===== src/rtl/weighted_bus_grant_pkg.sv =====
// Shared types and helpers for the weighted bus grant controller.
// State encoding, one-hot decode and reset priority pointer.
package weighted_bus_grant_pkg;

  typedef enum logic [1:0] {
    IDLE,
    GRANT,
    GAP
  } state_t;

  localparam int MAX_REQ = 8;

  function automatic logic [2:0] onehot_to_idx(
    input logic [MAX_REQ-1:0] oh
  );
    logic [2:0] idx;
    idx = '0;
    for (int i = 0; i < MAX_REQ; i++) begin
      if (oh[i]) idx = idx | 3'(i);
    end
    return idx;
  endfunction

  // Last owner after reset, so master 0 is scanned first.
  function automatic int rst_last_owner(input int n);
    return n - 1;
  endfunction

endpackage


===== src/rtl/weighted_bus_grant_ctrl_pick.sv =====
// Rotating priority encoder: first set req at or after start,
// wrapping; shared by the IDLE and GAP arbitration paths.
module rr_priority_pick #(
  parameter int N_REQ = 4,
  parameter int IDX_W = $clog2(N_REQ)
) (
  input  logic [N_REQ-1:0] req,
  input  logic [IDX_W-1:0] start,
  output logic             found,
  output logic [IDX_W-1:0] idx
);
  import weighted_bus_grant_pkg::*;

  localparam logic [IDX_W:0] NQ = (IDX_W+1)'(N_REQ);

  logic [2*N_REQ-1:0] dbl;
  logic [N_REQ-1:0]   rot;
  logic [N_REQ-1:0]   first;
  logic [IDX_W-1:0]   off;
  logic [IDX_W:0]     sum;

  assign dbl   = {req, req} >> start;
  assign rot   = dbl[N_REQ-1:0];
  assign first = rot & (~rot + N_REQ'(1));
  assign off   = IDX_W'(onehot_to_idx(MAX_REQ'(first)));
  assign sum   = {1'b0, start} + {1'b0, off};
  assign idx   = (sum >= NQ) ? IDX_W'(sum - NQ)
                             : sum[IDX_W-1:0];
  assign found = |req;

endmodule


===== src/rtl/weighted_bus_grant_ctrl.sv =====
// Weighted round-robin bus owner with transaction-long grants,
// a one-cycle turnaround gap and a hold-timeout watchdog.
module weighted_bus_grant_ctrl #(
  parameter int N_REQ   = 4,
  parameter int CNT_W   = 4,
  parameter int TIMEOUT = 16
) (
  input  logic                     clk,
  input  logic                     rst,
  input  logic [N_REQ-1:0]         req,
  input  logic [N_REQ-1:0]         done,
  input  logic [N_REQ*CNT_W-1:0]   weight,
  output logic [N_REQ-1:0]         grant,
  output logic [$clog2(N_REQ)-1:0] owner,
  output logic                     bus_busy,
  output logic                     timeout
);
  import weighted_bus_grant_pkg::*;

  localparam int IDX_W  = $clog2(N_REQ);
  localparam int HOLD_W = $clog2(TIMEOUT);
  localparam logic [IDX_W-1:0] RST_LAST_OWNER =
    IDX_W'(rst_last_owner(N_REQ));
  localparam logic [HOLD_W-1:0] HOLD_MAX =
    HOLD_W'(TIMEOUT - 1);

  state_t            state, state_n;
  logic [IDX_W-1:0]  owner_n, last_owner, last_n;
  logic [IDX_W-1:0]  base, start, pick;
  logic              found;
  logic [CNT_W-1:0]  txn_cnt, txn_n, eff_w;
  logic [CNT_W:0]    txn_inc;
  logic [HOLD_W-1:0] hold_cnt, hold_n;
  logic [CNT_W-1:0]  w_arr [N_REQ];
  logic [N_REQ-1:0]  own_oh, others;
  logic              own_req, own_done, cont, drop;

  for (genvar gi = 0; gi < N_REQ; gi++) begin : g_w
    assign w_arr[gi] = weight[gi*CNT_W +: CNT_W];
  end

  // In GAP the released owner still sits in owner.
  assign base  = (state == GAP) ? owner : last_owner;
  assign start = (base == RST_LAST_OWNER) ? '0
                                          : base + IDX_W'(1);

  rr_priority_pick #(
    .N_REQ (N_REQ),
    .IDX_W (IDX_W)
  ) u_pick (
    .req   (req),
    .start (start),
    .found (found),
    .idx   (pick)
  );

  assign own_oh   = N_REQ'(1) << owner;
  assign own_req  = |(req & own_oh);
  assign own_done = |(done & own_oh);
  assign others   = req & ~own_oh;
  assign eff_w    = (w_arr[owner] == '0) ? CNT_W'(1)
                                         : w_arr[owner];
  assign txn_inc  = {1'b0, txn_cnt} + (CNT_W+1)'(1);
  assign cont     = own_req &&
                    (txn_inc < {1'b0, eff_w} || others == '0);

  assign grant    = (state == GRANT) ? own_oh : '0;
  assign bus_busy = (state == GRANT);

  always_comb begin
    state_n = state;
    owner_n = owner;
    last_n  = last_owner;
    txn_n   = txn_cnt;
    hold_n  = hold_cnt;
    timeout = 1'b0;
    drop    = 1'b0;
    unique case (state)
      IDLE: begin
        if (found) begin
          state_n = GRANT;
          owner_n = pick;
        end
      end
      GRANT: begin
        hold_n = hold_cnt + HOLD_W'(1);
        if (own_done) begin
          if (cont) begin
            txn_n  = txn_inc[CNT_W] ? txn_cnt
                                    : txn_inc[CNT_W-1:0];
            hold_n = '0;
          end else begin
            drop = 1'b1;
          end
        end else if (!own_req) begin
          drop = 1'b1;
        end else if (hold_cnt == HOLD_MAX) begin
          drop    = 1'b1;
          timeout = 1'b1;
        end
      end
      GAP: begin
        last_n  = owner;
        txn_n   = '0;
        hold_n  = '0;
        state_n = found ? GRANT : IDLE;
        if (found) owner_n = pick;
      end
      default: state_n = IDLE;
    endcase
    if (drop) begin
      state_n = GAP;
      txn_n   = '0;
      hold_n  = '0;
    end
  end

  always_ff @(posedge clk or posedge rst) begin
    if (rst) begin
      state      <= IDLE;
      owner      <= '0;
      last_owner <= RST_LAST_OWNER;
      txn_cnt    <= '0;
      hold_cnt   <= '0;
    end else begin
      state      <= state_n;
      owner      <= owner_n;
      last_owner <= last_n;
      txn_cnt    <= txn_n;
      hold_cnt   <= hold_n;
    end
  end

endmodule


===== config.mk =====
export PLATFORM = sky130hd
export DESIGN_NAME = weighted_bus_grant_ctrl
export DESIGN_NICKNAME = d
export VERILOG_FILES = /design/src/rtl/weighted_bus_grant_pkg.sv /design/src/rtl/weighted_bus_grant_ctrl_pick.sv /design/src/rtl/weighted_bus_grant_ctrl.sv
export SDC_FILE = /design/constraint.sdc
export NUM_CORES = 1
export LEC_CHECK = 0
export CAP_MARGIN = 30
export CORE_UTILIZATION = 50
export CTS_CLUSTER_SIZE = 20
export DETAILED_ROUTE_END_ITERATION = 12
export DONT_BUFFER_PORTS = 1
export PLACE_DENSITY = 0.7
export SETUP_SLACK_MARGIN = 0.2
export SLEW_MARGIN = 20
export SYNTH_ARGS = -nofsm -noshare
export SYNTH_HDL_FRONTEND = slang
export SYNTH_HIERARCHICAL = 1
export SYNTH_SLANG_ARGS = --single-unit

===== constraint.sdc =====
create_clock -name clk -period 6.2 [get_ports clk]
set_input_delay 0.31 -clock clk [delete_from_list [all_inputs] [get_ports clk]]
set_output_delay 0.31 -clock clk [all_outputs]
set_load 0.02 [all_outputs]

==> key figures, run 1 <==
Outcome
  • Outcome: complete, no violations

CTS
  • Number of buffers inserted by post-CTS setup repair: 0
  • TritonCTS Buffers: 3
  • Clock latency on the worst-skew pair: 0.27 ns
  • H-Tree Level Count: 1
  • Maximum buffer depth of the clock tree: 2
  • Number of clock sinks: 14
  • Hold-fix buffer count after cts: 1
  • Clock transition at path regs: 0.08 ns
  • TritonCTS clock tree: built
  • Post-CTS resize count: 0
  • Root Buffer Master: clkbuf_4

Drt
  • Antenna-violating nets left: 0
  • Number of DRC violations after detailed-routing iteration 0: 15
  • Via count of the routed design: 1191
  • DRC errors left: 0
  • First-pass detailed-route iteration total: 6
  • Wire per inst: 15.56 µm
  • Routed wire length: 2957 µm
  • Via/cell ratio: 6.268

Hold path
  • Hold path start: req[3]
  • Type of the tightest min-delay check: input pin to register

Die
  • Height of the chip: 55.51 µm
  • Width of the die: 55.51 µm
  • Top-level I/O count: 34
  • Effective utilization at floorplan: 52.36%
  • Total die area: 0.003081 mm²
  • Row Count: 19
  • Area of the core: 0.002734 mm²

Setup path
  • Beginning of the critical path: owner[0]$_DFFE_PP0P_
  • Critical path buffers and inverters: 1
  • Arrival time reported for the critical path endpoint: 3.36 ns
  • Largest stage delay, worst path: 0.73 ns
  • Startpoint of the worst-slack reg-to-reg timing path: owner[0]$_DFFE_PP0P_
  • Worst path top cell family by delay: compound AO/OA/AOI/OAI gates
  • CP startpoint kind: register
  • Data required time at the worst endpoint: 6.42 ns
  • Critical path peak fanout: 13
  • Cell with the largest stage delay on the worst path: dfrtp_1
  • Kind of capture point of the worst setup path: register
  • Worst path cell trace: mux4_1, inv_1, ha_1, a21o_1, a211oi_1, nand3b_1, o221ai_1, nand4b_1, nand3_1
  • Crit Path Class: register to register

Global route
  • Wire length of the first global-routing pass: 5009 µm
  • Number of global-route vias before repair: 1184
  • Residual overflow from global routing: 0
  • Initial antenna violation count: 0
  • Pin count of the biggest net entering global routing: 15
  • Total routing usage reported by global routing: 20.08%

Timing
  • Share of the clock period used by the worst path after layout: 50.68%
  • Upper clock frequency limit: 318.2 MHz
  • Headroom to the max-slew limit: 56.21%
  • Final Hold Violating Endpoints: 0
  • Slew at the pin closest to its max-slew limit: 0.6522 ns
  • Clock period minus worst slack: 3.142 ns
  • Final setup fails: 0
  • Total Negative Setup Slacks: 0 ns
  • RSZ-0062 raised after global routing: no
  • Final slew viol count: 0
  • Worst-case clock skew: 0.005076 ns

Pwr
  • Total power divided by cell area: 566.9 mW/mm²
  • Leakage power: 0.6430 nW
  • Worst vdd ir: 0.0003038 V

Placed design
  • Weighted congestion reported at the end of routability-driven placement: 0.7832
  • Post-detailed-placement half-perimeter wirelength: 2310 µm
  • Port bufs: 0
  • Placed inst area: 0.001438 mm²

Final layout
  • Fraction of layout instances using a drive strength above 1: 15.72%
  • Commonest cells after routing, fill and taps aside: nand2_1, inv_1, dfrtp_1
  • Most common cell after layout, fill and taps aside: nand2_1
  • Number of antenna cells inserted: 0
  • Finished Cell Area: 0.001489 mm²
  • Final Net Count: 195
  • Post-synthesis to final-layout area growth: 4.021%

Yosys
  • Number of flops mapped to enable cells by yosys: 0
  • Gate Count Post-Synth: 158
  • Distinct cell type count of the synthesized netlist: 46
  • Area fraction of the dominant cell type after synthesis: 20.98%
  • Leading area contributor after synthesis: dfrtp_1
  • Share of flip-flops with an asynchronous set or reset after synthesis: 100.0%
  • Sequential share of the synthesized area: 24.65%
  • Post-Synthesis Cell Area: 0.001431 mm²
  • Leading post-synthesis cells by cell area: dfrtp_1, ha_1, mux4_2
  • Post-synthesis net count: 193
  • Count of synthesis-stage warnings from yosys: 6
  • Synthesis-stage register bit count: 14
  • Primary FF master, synth: dfrtp_1
  • Synthesized area per cell: 9.059 µm²

Flow run
  • Max-capacitance violation count: 0
==> sequential cells by signal, indices dropped and copies added, names as in the netlist <==
register and cells:
hold_cnt 4, owner 2, state 2, txn_cnt 4
last_owner 2
==> logic make-up (layout without fill, tap and decap cells) <==
logic type      after synthesis  in the layout  synth area share, %
simple gates                 63             63                24.65
mux                          14             14                17.13
buf+inv                      20             21                6.206
flops                        14             14                24.65
xor+xnor                      5              5                3.060
fa+ha+maj                     9              9                7.867
compound gates               33             33                16.43
==> cell usage after synthesis (5+ instances only) <==
cell type   n
nand2_1    15
inv_1      14
dfrtp_1    12
nor2_1     10
ha_1        9
nand3_1     9
o21ai_0     8
mux2_2      5
nand2b_1    5
nor2b_1     5
==> routing by layer <==
metal  GRT usage (%)  vias to the layer above  share of wire, %
met5               0                        -                 0
met4           4.643                        0              0.64
met3           4.918                        2               4.6
met2           36.83                       32                53
met1           23.40                      579                42
li1                -                      578                 -
==> worst paths after layout <==
path	slack (ns)	cells after the start	to
max	3.06	9	txn_cnt[2]$_DFFE_PP0P_
min	0.44	5	state[1]$_DFFE_PP0P_
max reg2reg	3.06	9	txn_cnt[2]$_DFFE_PP0P_
min reg2reg	0.58	2	txn_cnt[1]$_DFFE_PP0P_
max in group asynchronous	5.33	2	last_owner[1]$_DFF_PP1_
min in group asynchronous	0.50	2	hold_cnt[3]$_DFFE_PP0N_
==> through the flow <==
step	total power [mW]	utilization, %	cells	hold slack [ns]	setup slack [ns]
floorplan	0.6918	-	158	0.1978	3.478
global route	0.9312	54.46	190	0.4752	2.836
CTS	0.8444	54.28	189	0.4306	2.831
detailed placement	0.7744	52.59	184	0.2678	2.845
finish	0.8441	54.46	190	0.4368	3.058
global placement	0.7527	52.59	184	0.2748	2.909
==> layout make-up <==
type / count / area (µm²)
repair buffers: 2 / 15.01
multi-input cells: 124 / 989.7
flip-flops and latches: 14 / 352.8
fillers: 238 / 1245
clock buffers: 4 / 36.28
well taps: 31 / 38.79
inverters: 15 / 56.30
==> power by group <==
group	switching (mW)	internal (mW)
combinational	0.309	0.270
clock	0.0281	0.0357
sequential	0.0616	0.140
==> tightest hold or removal path, cell delays in order <==
cell and delay (ns):
nor2_1 0.03, nand2_1 0.07, inv_1 0.04, a21oi_1 0.12, o22ai_1 0.09
(Power assumes the default switching activity.)
==> inputs of run 2 (changes only) <==
- clock period: 6.2 -> 3.3 ns (I/O delays scaled with it)
==> run 2 against run 1 <==
Effect of this change:
- register-to-register slack worse by 2.6 ns
- critical endpoint is now hold_cnt[2]$_DFFE_PP0N_
- power up 97%
- clock skew rose by 0.0063 ns
- final cell count grew 1.6%
- setup slack got worse by 2.6 ns
- global-route usage rose by 0.73 points
- core utilization grew 1.3 points
- sequential cell count stayed put
==> key figures, run 2 (synthesis results as in run 1) <==
Outcome
  • Outcome: complete, no violations

Timing
  • Upper clock frequency limit: 351.7 MHz
  • Final Hold Violating Endpoints: 0
  • Total Negative Setup Slacks: 0 ns
  • Worst-case clock skew: 0.01133 ns
  • Final setup fails: 0
  • Share of the clock period used by the worst path after layout: 86.17%
  • Slew at the pin closest to its max-slew limit: 0.5639 ns
  • RSZ-0062 raised after global routing: no
  • Final slew viol count: 0
  • Clock period minus worst slack: 2.843 ns
  • Final setup slack of the worst path: 0.4565 ns
  • Headroom to the max-slew limit: 62.41%

Drt
  • Via/cell ratio: 6.145
  • DRC errors left: 0
  • Number of DRC violations after detailed-routing iteration 0: 33
  • Antenna-violating nets left: 0
  • Via count of the routed design: 1186
  • First-pass detailed-route iteration total: 4
  • Wire per inst: 15.79 µm
  • Routed wire length: 3047 µm

Setup path
  • Crit Path Class: register to register
  • CP startpoint kind: register
  • Critical path peak fanout: 10
  • Data required time at the worst endpoint: 3.52 ns
  • Kind of capture point of the worst setup path: register
  • Arrival time reported for the critical path endpoint: 3.07 ns

Final layout
  • Fraction of layout instances using a drive strength above 1: 18.52%
  • Final Net Count: 198
  • Count of non-filler cells in the finished layout: 193
  • Most common cell after layout, fill and taps aside: nand2_1
  • Registers with the highest flip-flop counts: hold_cnt: 4 flops, txn_cnt: 4 flops
  • Number of antenna cells inserted: 0
  • Commonest cells after routing, fill and taps aside: nand2_1, inv_1, dfrtp_1
  • Finished Cell Area: 0.001525 mm²
  • Post-synthesis to final-layout area growth: 6.556%

Global route
  • Met3 Resource Use GR: 3.513%
  • Pin count of the biggest net entering global routing: 15
  • Initial antenna violation count: 0
  • Met1 Track Usage GR: 25.91%
  • Total routing usage reported by global routing: 20.81%
  • Wire length of the first global-routing pass: 5078 µm
  • Most congested layer reported by global routing: met2
  • Number of global-route vias before repair: 1177
  • Residual overflow from global routing: 0
  • Grt met2 use: 35.46%

Placed design
  • Weighted congestion reported at the end of routability-driven placement: 0.8456
  • Placed inst area: 0.001468 mm²
  • Post-detailed-placement half-perimeter wirelength: 2311 µm
  • Cell Count Post-Placement: 188
  • Port bufs: 0
  • Pre-CTS worst setup slack: 0.4146 ns

Pwr
  • Worst vdd ir: 0.0006682 V
  • Total power divided by cell area: 1090 mW/mm²
  • Leakage power: 0.6604 nW

Die
  • Total die area: 0.003081 mm²
  • Height of the chip: 55.51 µm
  • Top-level I/O count: 34
  • Width of the die: 55.51 µm
  • Effective utilization at floorplan: 52.36%
  • Area of the core: 0.002734 mm²
  • Row Count: 19

Flow run
  • Max-capacitance violation count: 0

CTS
  • TritonCTS Buffers: 3
  • Number of clock sinks: 14
  • Clock transition at path regs: 0.10 ns
  • Number of buffers inserted by post-CTS setup repair: 0
  • TritonCTS clock tree: built
  • Root Buffer Master: clkbuf_4
  • H-Tree Level Count: 1
  • Clock latency on the worst-skew pair: 0.29 ns
  • Maximum buffer depth of the clock tree: 2

Hold path
  • Type of the tightest min-delay check: input pin to register
[run 2: area by class of cell]
class,count,area (µm²)
fill,248,1209
multi-input combinational,124,1001
sequential,14,352.8
inverter,15,56.30
timing repair buffer,5,40.04
tap,31,38.79
clock buffer,4,36.28
[run 2: worst paths after layout]
kind                                          from                 endpoint  slack [ns]  cells past startpoint
min in group asynchronous                      rst   txn_cnt[2]$_DFFE_PP0P_        0.36                      2
max in group asynchronous                      rst  last_owner[1]$_DFF_PP1_        2.56                      2
max reg2reg                   owner[0]$_DFFE_PP0P_  hold_cnt[2]$_DFFE_PP0N_        0.46                     10
min reg2reg                hold_cnt[2]$_DFFE_PP0N_  hold_cnt[2]$_DFFE_PP0N_        0.57                      1
max                           owner[0]$_DFFE_PP0P_  hold_cnt[2]$_DFFE_PP0N_        0.46                     10
min                                         req[3]     state[1]$_DFFE_PP0P_        0.26                      5
[run 2: per-layer routing]
layer  part of all wire [%]  vias to the layer above
li1                       -                      586
met1                     46                      567
met2                     49                       26
met3                    3.6                        7
met4                    1.5                        0
met5                      0                        -
[run 2: stage by stage]
stage	utilization (%)	hold slack (ns)	total power [mW]
3_3_place_gp	53.68	0.1414	1.468
2_1_floorplan	-	0.05279	1.300
5_1_grt	55.79	0.2944	1.822
4_1_cts	55.38	0.2493	1.644
6_report	55.79	0.2602	1.662
3_5_place_dp	53.68	0.1431	1.512
[run 2: critical path, stage by stage, from the launching register on]
cell	delay, ns
dfrtp_1	0.53
buf_4	0.24
mux4_1	0.61
inv_1	0.08
ha_1	0.15
nand3_1	0.07
a21o_1	0.19
o211ai_2	0.13
or4b_4	0.52
o21ai_1	0.14
a21o_1	0.12
[run 2: repair_timing]
action	CTS	global route
resized for setup	0	2
hold endpoints to repair	12	0
setup endpoints to repair	0	5
hold buffers	1	0
[run 2: power breakdown]
group	leakage [nW]	switching (mW)	internal [mW]
Clock	0.0210	0.0611	0.0671
Sequential	0.172	0.0844	0.263
Combinational	0.468	0.626	0.560
==> inputs of run 3 (changes only) <==
- CTS_BUF_LIST: not set -> sky130_fd_sc_hd__clkbuf_8 sky130_fd_sc_hd__clkbuf_16
- PLACE_DENSITY: 0.7 -> 0.72
- RECOVER_POWER: not set -> 25
==> run 3 against run 2 <==
Effect of this change:
- register-to-register slack better by 0.03 ns
- setup slack better by 0.035 ns
- non-clock buffer count is 1 lower
- first-iteration DRC count is 36% higher
- fmax is 1.2% higher
- power is 1.3% higher
- die area stayed put
- sequential share of layout area stayed put
- critical endpoint is now txn_cnt[2]$_DFFE_PP0P_
==> key figures, run 3 (synthesis results as in run 1) <==
Timing
  • Final slew viol count: 0
  • Slew at the pin closest to its max-slew limit: 0.5754 ns
  • Clock period minus worst slack: 2.809 ns
  • Upper clock frequency limit: 356.0 MHz
  • Final Hold Violating Endpoints: 0
  • Share of the clock period used by the worst path after layout: 85.11%
  • RSZ-0062 raised after global routing: no
  • Hold slack: 0.2962 ns
  • Headroom to the max-slew limit: 61.60%
  • Final setup fails: 0
  • Total Negative Setup Slacks: 0 ns
  • Worst-case clock skew: 0.01188 ns

Flow run
  • Max-capacitance violation count: 0

Drt
  • Via count of the routed design: 1208
  • DRC errors left: 0
  • Routed wire length: 3112 µm
  • Number of DRC violations after detailed-routing iteration 0: 45
  • Antenna-violating nets left: 0
  • Via/cell ratio: 6.292
  • Wire per inst: 16.21 µm
  • First-pass detailed-route iteration total: 4

Setup path
  • Critical path peak fanout: 10
  • Kind of capture point of the worst setup path: register
  • Crit Path Class: register to register
  • Beginning of the critical path: owner[1]$_DFFE_PP0P_
  • Data required time at the worst endpoint: 3.50 ns
  • R2R depth: 9
  • Arrival time reported for the critical path endpoint: 3.01 ns
  • Largest stage delay, worst path: 0.64 ns
  • End of the critical path: txn_cnt[2]$_DFFE_PP0P_
  • Startpoint of the worst-slack reg-to-reg timing path: owner[1]$_DFFE_PP0P_
  • R2R setup slack: 0.49 ns
  • Cell with the largest stage delay on the worst path: dfrtp_1
  • End of the worst register-to-register path: txn_cnt[2]$_DFFE_PP0P_
  • Worst path cell trace: mux4_1, inv_1, ha_1, a21o_1, a211oi_1, nand3b_1, o221ai_1, nand4b_1, nand3_1
  • CP startpoint kind: register

Outcome
  • Outcome: complete, no violations

Final layout
  • Most common cell after layout, fill and taps aside: nand2_1
  • Registers with the highest flip-flop counts: hold_cnt: 4 flops, txn_cnt: 4 flops
  • Fraction of layout instances using a drive strength above 1: 16.77%
  • Area of all sequential standard cells: 352.8 µm²
  • Finished Cell Area: 0.001525 mm²
  • Post-synthesis to final-layout area growth: 6.556%
  • Final Net Count: 197
  • Commonest cells after routing, fill and taps aside: nand2_1, inv_1, dfrtp_1
  • Multi-input logic area: 989.7 µm²
  • Number of antenna cells inserted: 0
  • Number of inserted filler cells in the final layout: 239

CTS
  • Number of clock sinks: 14
  • Clock latency on the worst-skew pair: 0.26 ns
  • Maximum buffer depth of the clock tree: 2
  • TritonCTS clock tree: built
  • Clock transition at path regs: 0.07 ns
  • Number of buffers inserted by post-CTS setup repair: 0
  • Root Buffer Master: clkbuf_8
  • H-Tree Level Count: 1
  • TritonCTS Buffers: 3

Die
  • Effective utilization at floorplan: 52.36%
  • Total die area: 0.003081 mm²
  • Height of the chip: 55.51 µm
  • Top-level I/O count: 34
  • Row Count: 19
  • Width of the die: 55.51 µm
  • Area of the core: 0.002734 mm²

Global route
  • Initial antenna violation count: 0
  • Total routing usage reported by global routing: 21.39%
  • Residual overflow from global routing: 0
  • Number of global-route vias before repair: 1158
  • Wire length of the first global-routing pass: 5133 µm
  • Pin count of the biggest net entering global routing: 15

Placed design
  • Port bufs: 0
  • Weighted congestion reported at the end of routability-driven placement: 0.8626
  • Post-detailed-placement half-perimeter wirelength: 2377 µm
  • Placed inst area: 0.001460 mm²

Pwr
  • Total power divided by cell area: 1104 mW/mm²
  • Overall power after layout: 1.684 mW
  • Leakage power: 0.6613 nW
  • Worst vdd ir: 0.0006119 V

Hold path
  • Type of the tightest min-delay check: input pin to register
run 3: per-stage QoR:
stage | setup slack, ns | util (%) | cells
2_1_floorplan | 0.5778 | - | 158
3_3_place_gp | 0.6674 | 53.41 | 187
3_5_place_dp | 0.4748 | 53.41 | 187
4_1_cts | 0.4639 | 55.79 | 192
5_1_grt | 0.3257 | 55.79 | 192
6_report | 0.4912 | 55.79 | 192
run 3: final cells by class:
cell class              instances  share of cell area [%]
multi-input cells             124                   64.89
flip-flops and latches         14                   23.13
inverters                      15                   3.692
clock buffers                   4                   3.610
well taps                      31                   2.543
repair buffers                  4                   2.133
run 3: worst min-delay path by stage:
stage | from | end | slack, ns | cells after the start
floorplan | rst | hold_cnt[0]$_DFFE_PP0N_ | 0.05 | 1
global placement | rst | txn_cnt[1]$_DFFE_PP0P_ | 0.14 | 1
detailed placement | rst | txn_cnt[1]$_DFFE_PP0P_ | 0.15 | 1
CTS | req[3] | state[1]$_DFFE_PP0P_ | 0.29 | 5
global route | req[3] | state[1]$_DFFE_PP0P_ | 0.38 | 5
finish | req[3] | state[1]$_DFFE_PP0P_ | 0.30 | 5
run 3: where the power goes:
group	internal [mW]	leakage, nW	switching, mW	total (mW)
logic	0.539	0.461	0.622	1.16
registers	0.264	0.172	0.0830	0.347
clock network	0.106	0.0288	0.0707	0.177
total	0.908	0.661	0.776	1.68
run 3: worst max-delay path: cells and delay by family (launching register included):
kind / cells / cell delay (ns)
mux: 1 / 0.41
flops: 1 / 0.64
compound gates: 3 / 0.99
fa+ha+maj: 1 / 0.24
simple gates: 3 / 0.40
buf+inv: 1 / 0.08
run 3: timing repair:
action | in CTS | in global routing
setup endpoints to repair | 0 | 0
resized for setup | 0 | 0
endpoints found under the hold margin | 12 | 0
hold buffers | 1 | 0
run 3: layer usage:
layer,GRT usage [%],routed length (µm),up-vias
met2,35.28,1543,34
met1,27.19,1422,586
met4,10.00,34,0
met3,3.747,112,5
met5,0,0,-
li1,-,-,583
